==> config.mk <==
export PLATFORM = sky130hd
export DESIGN_NAME = dct_quant_flat
export DESIGN_NICKNAME = d
export VERILOG_FILES = /design/src/rtl/dct_quant_if.sv /design/src/rtl/dct_quant.sv /design/src/flat_wrapper.sv
export SDC_FILE = /design/constraint.sdc
export NUM_CORES = 2
export LEC_CHECK = 0
export ABC_CLOCK_PERIOD_IN_PS = 21100
export CORE_AREA = 2 2 688 690
export DETAILED_ROUTE_END_ITERATION = 10
export DIE_AREA = 0 0 690 692
export GPL_ROUTABILITY_DRIVEN = 0
export PLACE_DENSITY = 0.34
export SLEW_MARGIN = 15
export SYNTH_ARGS = -nofsm -noshare
export SYNTH_HDL_FRONTEND = slang
export SYNTH_SLANG_ARGS = --single-unit
==> constraint.sdc <==
create_clock -name clk -period 21.1 [get_ports clk]
set_input_delay 4.22 -clock clk [delete_from_list [all_inputs] [get_ports clk]]
set_output_delay 4.22 -clock clk [all_outputs]
set_load 0.1 [all_outputs]
==> src/rtl/dct_quant_if.sv <==
// Quantized coefficient stream from dct_quant to the entropy coder.
interface dct_quant_if #(
    parameter int SIZE_OUT = 11
);
    logic signed [SIZE_OUT-1:0] q_data;
    logic        [5:0]          q_idx;
    logic                       q_valid;
    logic                       q_last;
    logic                       q_ready;

    modport master (output q_data, q_idx, q_valid, q_last, input q_ready);
    modport slave  (input q_data, q_idx, q_valid, q_last, output q_ready);
endinterface

==> src/rtl/dct_quant.sv <==
// Captures an 8x8 DCT block, quantizes each coefficient by a reciprocal table and
// streams the results in JPEG zigzag order over a valid/ready handshake.
module dct_quant #(
    parameter int SIZE_IN    = 11,
    parameter int SIZE_RECIP = 16,
    parameter int SIZE_OUT   = 11
) (
    input  logic                                clk,
    input  logic                                rst,
    input  logic [7:0][7:0][SIZE_IN-1:0]        data_in,
    input  logic                                dct_done,
    input  logic [7:0][7:0][SIZE_RECIP-1:0]     q_recip,
    dct_quant_if.master                         q_out,
    output logic                                busy,
    output logic                                overrun
);
    localparam int MAG_W = SIZE_IN + SIZE_RECIP + 1;
    localparam int Q_W   = MAG_W - 16;

    localparam logic signed [Q_W:0] OUT_MAX = {{(Q_W-SIZE_OUT+2){1'b0}}, {(SIZE_OUT-1){1'b1}}};
    localparam logic signed [Q_W:0] OUT_MIN = {{(Q_W-SIZE_OUT+2){1'b1}}, {(SIZE_OUT-1){1'b0}}};

    // Raster position (row*8+col) of each zigzag index.
    localparam logic [5:0] ZIGZAG [64] = '{
        6'd0,  6'd1,  6'd8,  6'd16, 6'd9,  6'd2,  6'd3,  6'd10,
        6'd17, 6'd24, 6'd32, 6'd25, 6'd18, 6'd11, 6'd4,  6'd5,
        6'd12, 6'd19, 6'd26, 6'd33, 6'd40, 6'd48, 6'd41, 6'd34,
        6'd27, 6'd20, 6'd13, 6'd6,  6'd7,  6'd14, 6'd21, 6'd28,
        6'd35, 6'd42, 6'd49, 6'd56, 6'd57, 6'd50, 6'd43, 6'd36,
        6'd29, 6'd22, 6'd15, 6'd23, 6'd30, 6'd37, 6'd44, 6'd51,
        6'd58, 6'd59, 6'd52, 6'd45, 6'd38, 6'd31, 6'd39, 6'd46,
        6'd53, 6'd60, 6'd61, 6'd54, 6'd47, 6'd55, 6'd62, 6'd63
    };

    // Widen before negating so the most-negative coefficient has a valid magnitude.
    function automatic logic [SIZE_IN-1:0] abs_coef(input logic signed [SIZE_IN-1:0] c);
        logic signed [SIZE_IN:0] w;
        w = {c[SIZE_IN-1], c};
        if (w < 0)
            w = -w;
        return SIZE_IN'(w);
    endfunction

    function automatic logic [Q_W-1:0] round_mag(input logic [SIZE_IN-1:0]    a,
                                                 input logic [SIZE_RECIP-1:0] r);
        logic [MAG_W-1:0] mag;
        mag = MAG_W'(a) * MAG_W'(r) + MAG_W'(32768);
        return Q_W'(mag >> 16);
    endfunction

    function automatic logic signed [SIZE_OUT-1:0] sat_out(input logic neg,
                                                           input logic [Q_W-1:0] q);
        logic signed [Q_W:0] v;
        v = neg ? -$signed({1'b0, q}) : $signed({1'b0, q});
        if (v > OUT_MAX)
            v = OUT_MAX;
        else if (v < OUT_MIN)
            v = OUT_MIN;
        return SIZE_OUT'(v);
    endfunction

    typedef enum logic {IDLE, RUN} state_t;

    state_t                       state, state_nxt;
    logic [6:0]                   k;
    logic [7:0][7:0][SIZE_IN-1:0] blk_p0;
    logic                         capture, load, ovr_nxt, hs;
    logic [5:0]                   pos;
    logic signed [SIZE_IN-1:0]    coef;
    logic [SIZE_RECIP-1:0]        recip;
    logic signed [SIZE_OUT-1:0]   res;

    assign hs = q_out.q_valid && q_out.q_ready;

    always_comb begin
        state_nxt = state;
        capture   = 1'b0;
        load      = 1'b0;
        ovr_nxt   = 1'b0;
        case (state)
            IDLE: begin
                if (dct_done) begin
                    capture   = 1'b1;
                    state_nxt = RUN;
                end
            end
            RUN: begin
                load = (k != 7'd64) && (!q_out.q_valid || hs);
                if (hs && q_out.q_last) begin
                    if (dct_done)
                        capture = 1'b1;
                    else
                        state_nxt = IDLE;
                end else if (dct_done) begin
                    ovr_nxt = 1'b1;
                end
            end
            default: state_nxt = IDLE;
        endcase
    end

    // Stage p0: captured block, indexed through the zigzag table by k.
    always_ff @(posedge clk) begin
        if (capture)
            blk_p0 <= data_in;
    end

    assign pos   = ZIGZAG[k[5:0]];
    assign coef  = $signed(blk_p0[pos[5:3]][pos[2:0]]);
    assign recip = q_recip[pos[5:3]][pos[2:0]];
    assign res   = sat_out(coef[SIZE_IN-1], round_mag(abs_coef(coef), recip));

    // Stage p1: registered output word, held while the consumer stalls.
    always_ff @(posedge clk or negedge rst) begin
        if (!rst) begin
            state          <= IDLE;
            k              <= 7'd0;
            busy           <= 1'b0;
            overrun        <= 1'b0;
            q_out.q_valid  <= 1'b0;
            q_out.q_last   <= 1'b0;
            q_out.q_data   <= '0;
            q_out.q_idx    <= 6'd0;
        end else begin
            state   <= state_nxt;
            busy    <= (state_nxt == RUN);
            overrun <= ovr_nxt;
            if (capture)
                k <= 7'd0;
            else if (load)
                k <= k + 7'd1;
            if (load) begin
                q_out.q_valid <= 1'b1;
                q_out.q_data  <= res;
                q_out.q_idx   <= k[5:0];
                q_out.q_last  <= (k == 7'd63);
            end else if (hs) begin
                q_out.q_valid <= 1'b0;
                q_out.q_last  <= 1'b0;
            end
        end
    end
endmodule

==> src/flat_wrapper.sv <==
// flat-port wrapper written by rule: the top's interface ports become plain ports
module dct_quant_flat 
#(
    parameter int SIZE_IN    = 11,
    parameter int SIZE_RECIP = 16,
    parameter int SIZE_OUT   = 11
)
  (clk, rst, data_in, dct_done, q_recip, busy, overrun, q_out_q_data, q_out_q_idx, q_out_q_valid, q_out_q_last, q_out_q_ready);
  dct_quant_if #(.SIZE_OUT(SIZE_OUT)) q_out_i ();
  input  logic clk;
  input  logic rst;
  input  logic [7:0][7:0][SIZE_IN-1:0] data_in;
  input  logic dct_done;
  input  logic [7:0][7:0][SIZE_RECIP-1:0] q_recip;
  output logic busy;
  output logic overrun;
  output wire logic [$bits(q_out_i.q_data)-1:0] q_out_q_data;
  output wire logic [$bits(q_out_i.q_idx)-1:0] q_out_q_idx;
  output wire logic [$bits(q_out_i.q_valid)-1:0] q_out_q_valid;
  output wire logic [$bits(q_out_i.q_last)-1:0] q_out_q_last;
  input wire logic [$bits(q_out_i.q_ready)-1:0] q_out_q_ready;
  assign q_out_q_data = q_out_i.q_data;
  assign q_out_q_idx = q_out_i.q_idx;
  assign q_out_q_valid = q_out_i.q_valid;
  assign q_out_q_last = q_out_i.q_last;
  assign q_out_i.q_ready = q_out_q_ready;
  dct_quant #(.SIZE_IN(SIZE_IN), .SIZE_RECIP(SIZE_RECIP), .SIZE_OUT(SIZE_OUT)) u_core (.clk(clk), .rst(rst), .data_in(data_in), .dct_done(dct_done), .q_recip(q_recip), .q_out(q_out_i), .busy(busy), .overrun(overrun));
endmodule
======== After elaboration in Yosys (flattened, before gate mapping) ========
Memory sizes are Yosys's and may differ from the RTL's.
Index checks and enable logic that the tools add are counted.
W data, S select, Z words.
cells by class
  add/sub/neg operators ................... 4
  multiply operators ...................... 1
  eq/ne operators ......................... 2
  multiplexer cells ....................... 27
  bitwise operators ....................... 2
  $lt $le $gt $ge ......................... 6
  reduce and logical (&&, ||, !) cells .... 7
operators by type and width
  cell                      number
  $bmux W128 S3             1
  $bmux W88 S3              1
  $mux W128                 1
  $mux W88                  1
  $bmux W16 S3              1
  $mux W11                  4
  $bmux W11 S3              1
  $add A27 B16 Y28 const B  1
  $mul A11 B16 Y27          1
  $mux W16                  1
  $mux W7                   2
  $gt A13 B11 Y1 const B    1
  $lt A13 B11 Y1 const B    1
  $mux W13                  1
  $neg A12 Y13              1
  $mux W6                   2
  $lt A11 B1 Y1 const B     1
  $neg A11 Y11              1
  $mux W1                   9
  $lt A3 B4 Y1 const B      2
  $add A7 B1 Y7 const B     1
  $eq A7 B6 Y1 const B      1
  $ge A7 B7 Y1 const B      1
  $ne A7 B7 Y1 const B      1
  other kinds (7)           11
word-level totals
  memory bits (read-only) ................. 384
  output and inout port bits .............. 21
  memories ................................ 1
  bits of input ports ..................... 1,732
  word-level logic and storage cells ...... 121
  register bits after elaboration ......... 732
memories
  name              words  bits a word  read ports  clocked after Yosys merged registers in  write ports  line              RTL
  (name not given)  64     6            1           0                                        0            dct_quant.sv:108  assign pos = ZIGZAG[k[5:0]];

======== Logic depth before layout (Yosys ltp) ========
  word-level depth ........................ 17
  gate-level depth with buffers ........... 50
  mapped depth without buffers ............ 40

======== Worst setup path before layout ========
No wires, ideal clock.
  kind .................................... input to register
  start point ............................. input port q_out_q_ready
  end point ............................... register u_core.blk_p0[0] in the netlist's numbering, enable pin
  data required time ...................... 19,753 ps
  buffers on the path ..................... 1
  setup slack ............................. -3,968 ps
  setup time .............................. 1,347 ps
  arrival ................................. 23,721 ps
  cell stages on the path ................. 4
  cell sequence ........................... nand3_1 -> nand2_1 -> and2_1 -> clkbuf_1
on the way
  cells in the longest elaborated chain, start to end .. 4
RTL lines
  what                  line                RTL
  from (decl)           flat_wrapper.sv:21  input wire logic [$bits(q_out_i.q_ready)-1:0] q_out_q_ready;
  $logic_and A1 B1 Y1   dct_quant.sv:73     assign hs = q_out.q_valid && q_out.q_ready;
  $logic_and A1 B1 Y1   dct_quant.sv:89     if (hs && q_out.q_last) begin
  $mux W1               dct_quant.sv:89
  $pmux W1 S2           dct_quant.sv:80     case (state)
  via u_core.capture    dct_quant.sv:67     logic capture, load, ovr_nxt, hs;
  to (signal assigned)  dct_quant.sv:105    blk_p0 <= data_in;
  to (decl)             dct_quant.sv:66     logic [7:0][7:0][SIZE_IN-1:0] blk_p0;
The timed path passes the listed nets, and every way through them passes these cells.
A chain may end at the register's enable or synchronous reset.

======== Final worst setup path ========
  start point ............................. register u_core.k[2]
  end point ............................... register u_core.q_out.q_data[5]
on the way
  cells in the longest elaborated chain, start to end .. 17
  elaborated cells on any way between the ends .. 26
  classes of those cells .................. add/sub (3); mul (1); order compare (3); eq/ne (1); mux (15); bitwise (1); reduce/logical (1); memory (1)
RTL lines
  what                                                  line                              RTL
  from (decl)                                           dct_quant.sv:65                   logic [6:0] k;
  from (signal assigned)                                dct_quant.sv:131                  k <= k + 7'd1;
  $not A6 Y7 (implied by the code)                      dct_quant.sv:108
  $mem_v2 Z64 W6                                        -
  $mux W6 (implied by the code) (2 in a row)            dct_quant.sv:108
  $bmux W88 S3                                          dct_quant.sv:109                  assign coef = $signed(blk_p0[pos[5:3]][pos[2:0]]);
  $mux W88 (implied by the code)                        dct_quant.sv:109
  $bmux W11 S3                                          dct_quant.sv:109
  $mux W11 (implied by the code)                        dct_quant.sv:109
  $neg A11 Y11 / $lt A11 B1 Y1 (equally long branches)  dct_quant.sv:40, dct_quant.sv:39
  $mux W11                                              dct_quant.sv:39                   if (w < 0)
  $mul A11 B16 Y27                                      dct_quant.sv:47                   mag = MAG_W'(a) * MAG_W'(r) + MAG_W'(32768);
  $add A27 B16 Y28                                      dct_quant.sv:47
  $neg A12 Y13                                          dct_quant.sv:54                   v = neg ? -$signed({1'b0, q}) : $signed({1'b0, q});
  $mux W13                                              dct_quant.sv:54
  $lt A13 B11 Y1                                        dct_quant.sv:57                   else if (v < OUT_MIN)
  $mux W11                                              dct_quant.sv:57
  $mux W11                                              dct_quant.sv:55                   if (v > OUT_MAX)
  to (signal assigned)                                  dct_quant.sv:134                  q_out.q_data <= res;
  to (decl)                                             dct_quant_if.sv:11                modport master (output q_data, q_idx, q_valid, q_last, input q_ready);
Parallel ways exist; a longest one is shown, timed or not. The select of a mux whose other input is x is not followed.

==> run_results.csv <==
group,metric,value,unit
sta,fin_crit,15110,ps
sta,period_share,71.6,%
clock_network,htree_levels,3,
floorplanning,core_area,0.470,mm²
synthesis,synth_edf_count,704,
worst_setup_path,critPathLaunchType,"flop",
clock_network,cts_made_buffers,105,
placement,post-dp-hpwl,372,mm
sta,clock.fmax,0.0662,GHz
grt,groute.usage.overall,17.8,%
synthesis,synth-async-reset-ratio,3.83,%
worst_setup_path,setup.worst_path.end_class,"flop",
clock_network,cts_tree,"built",
synthesis,synth-seq-cells,732,
drt,first_pass_iters,6,
finish,fill_cells,52900,
finish,final_nets,8439,
floorplanning,io_pins,1753,
floorplanning,dieHeight,692,µm
clock_network,clock_latency,900,ps
sta,tightestPinTransition,1300,ps
drt,vias,48000,
drt,avgRoutedWirePerCell,33.8,µm
floorplanning,dieArea,0.477,mm²
synthesis,synth_compound_area_share,10.3,%
grt,grt_pass1_wl,551,mm
job,maxCapViolCount,0,
finish,synthToLayoutAreaGrowth,62.6,%
worst_setup_path,required,21850,ps
worst_setup_path,worstPathArrival,15860,ps
synthesis,synth-main-ff-cell,"edfxtp_1",
drt,first_iter_violations,3801,
drt,antenna_left,0,
synthesis,synthMuxAreaShare,4.83,%
synthesis,synth_xor_area_share,0.525,%
finish,drive_gt1_share,6.82,%
synthesis,syn_area,0.0464,mm²
floorplanning,row_count,252,
clock_network,clockBufferDepth,4,
sta,whs,474,ps
worst_setup_path,slowest_stage,"dfrtp_1",
worst_hold_path,hp-class,"reg2reg",
synthesis,synth_seq_area_share,47.0,%
placement,port-buffer-count,1752,
sta,finalWorstSetupSlack,5990,ps
grt,grt_pass1_vias,49500,
synthesis,yosysTopAreaCell,"edfxtp_1",
drt,drc,0,
synthesis,syn_nets,6819,
synthesis,synth_top_family_by_area,"simple AND/OR/NAND/NOR gates",
run_status,status,"finished, final reports clean",
grt,grt_antenna_before_repair,380,
worst_setup_path,critPathKind,"reg2reg",
synthesis,synthAdderAreaFrac,7.95,%
synthesis,yosysMostFrequentCell,"nand2_1",
floorplanning,start_util,9.88,%
synthesis,yosys.area_share.simple,23.7,%
synthesis,synthDistinctLibCells,95,
worst_setup_path,max_stage_delay,980,ps
synthesis,yosys_warnings,0,
synthesis,synth_top_area_share,45.5,%
sta,rsz0062_at_grt,"no",
grt,grt_overflow_total,0,
clock_network,post_cts_buffers,0,
grt,grt_max_degree,120,
sta,setup-tns-final,0,ps
drt,viasPerCell,3.69,
sta,drv_slew,0,
synthesis,netlist_top_cells_count,"1543 x nand2_1, 704 x edfxtp_1, 589 x nand3_1",
clock_network,numClockSinks,732,
sta,hold_viol_final,0,
synthesis,synthTopCellsByArea,"edfxtp_1 46%, nand2_1 12%, nand3_1 6.3%, fa_1 5.4%, a311oi_1 4.0%",
sta,skew,83.6,ps
clock_network,root_buffer,"clkbuf_16",
floorplanning,die_width,690,µm
placement,post-place-ws,5690,ps
clock_network,cts_resized,0,
worst_setup_path,path_max_fanout,118,
drt,wl,440,mm
synthesis,avgSynthCellArea,9.54,µm²
clock_network,hold_buffers,0,
sta,setup_viol,0,
clock_network,clk_pin_slew,60,ps
placement,dpl-instance-area,0.0714,mm²
synthesis,synthCells,4867,
finish,design_area,0.0755,mm²
sta,max-slew-margin-rel,13.0,%
[cell type report]
cell class                 instances  area, µm²  share of cell area [%]
multi-input combinational       3585      22500                    29.8
sequential                       732      21800                    28.9
timing repair buffer            1895      18700                    24.8
tap                             6223       7790                    10.3
clock buffer                     127       2780                    3.69
clock inverter                    64        727                   0.963
inverter                         168        631                   0.835
antenna                          218        546                   0.722
[sequential cells by signal, summed over array words and instances (netlist names)]
signal / cells
u_core.overrun: 1
u_core.q_out.q_idx: 6
u_core.q_out.q_last: 1
u_core.q_out.q_valid: 1
u_core.q_out.q_data: 11
u_core.blk_p0: 704
u_core.k: 7
u_core.busy: 1
[cell families after synthesis]
kind of cell    count (synthesis)
fa+ha+maj                     220
compound gates                602
xor+xnor                       27
buf+inv                       550
mux                           209
flops                         732
simple gates                 2527
[worst max-delay path, delay by kind of cell, from the launching register on]
family,cells,cell delay [ps]
fa+ha+maj,8,3560
xor+xnor,1,840
mux,1,860
compound gates,15,5840
buf+inv,6,1120
simple gates,6,1640
flops,1,980
[placed cells by master (no fill, tap or decap), types with 13 or more instances in the layout]
cell,n
clkbuf_16,108
o22ai_1,13
nor3_1,26
and2_1,31
clkinv_2,16
nor2_1,79
and3_1,142
ha_1,95
a221oi_1,27
diode_2,218
a31oi_1,26
nand2b_1,29
inv_1,168
nand3_1,588
mux2_2,21
clkbuf_1,18
clkinv_1,15
a311oi_2,22
buf_4,142
edfxtp_1,704
o21a_1,13
dfrtp_1,28
a311o_1,24
nor2b_1,16
mux2i_1,178
a21oi_1,51
clkdlybuf4s50_1,1740
nand4_1,19
o21ai_0,74
a311oi_1,186
nand2_1,1541
xnor2_1,17
fa_1,125
[per-layer routing]
metal | GRT usage (%) | vias up | wire length [µm]
li1 | - | 21000 | -
met1 | 18.0 | 23900 | 153000
met2 | 33.9 | 2187 | 236000
met3 | 4.88 | 821 | 29100
met4 | 7.41 | 166 | 20200
met5 | 0 | - | 1140
[through the flow]
stage          std cells  util, %
5_1_grt            12900     16.0
6_report           13000     16.1
2_1_floorplan       4867        -
3_3_place_gp       12600     15.2
3_5_place_dp       12600     15.2
4_1_cts            12800     16.0
[path summary, 6_finish.rpt]
check / startpoint / end / slack, ps / cells past startpoint
max: u_core.k[2] / u_core.q_out.q_data[5] / 5990 / 37
min: u_core.q_out.q_idx[3] / u_core.q_out.q_idx[3] / 470 / 2
max reg2reg: u_core.k[2] / u_core.q_out.q_data[5] / 5990 / 37
min reg2reg: u_core.q_out.q_idx[3] / u_core.q_out.q_idx[3] / 470 / 2
max in group asynchronous: rst / u_core.q_out.q_idx[4] / 16980 / 1
min in group asynchronous: rst / u_core.q_out.q_data[5] / 3460 / 1
Power is left out: the tool's default activity adds up to more than one toggle a clock period on the data nets, which glitch-free logic cannot reach.
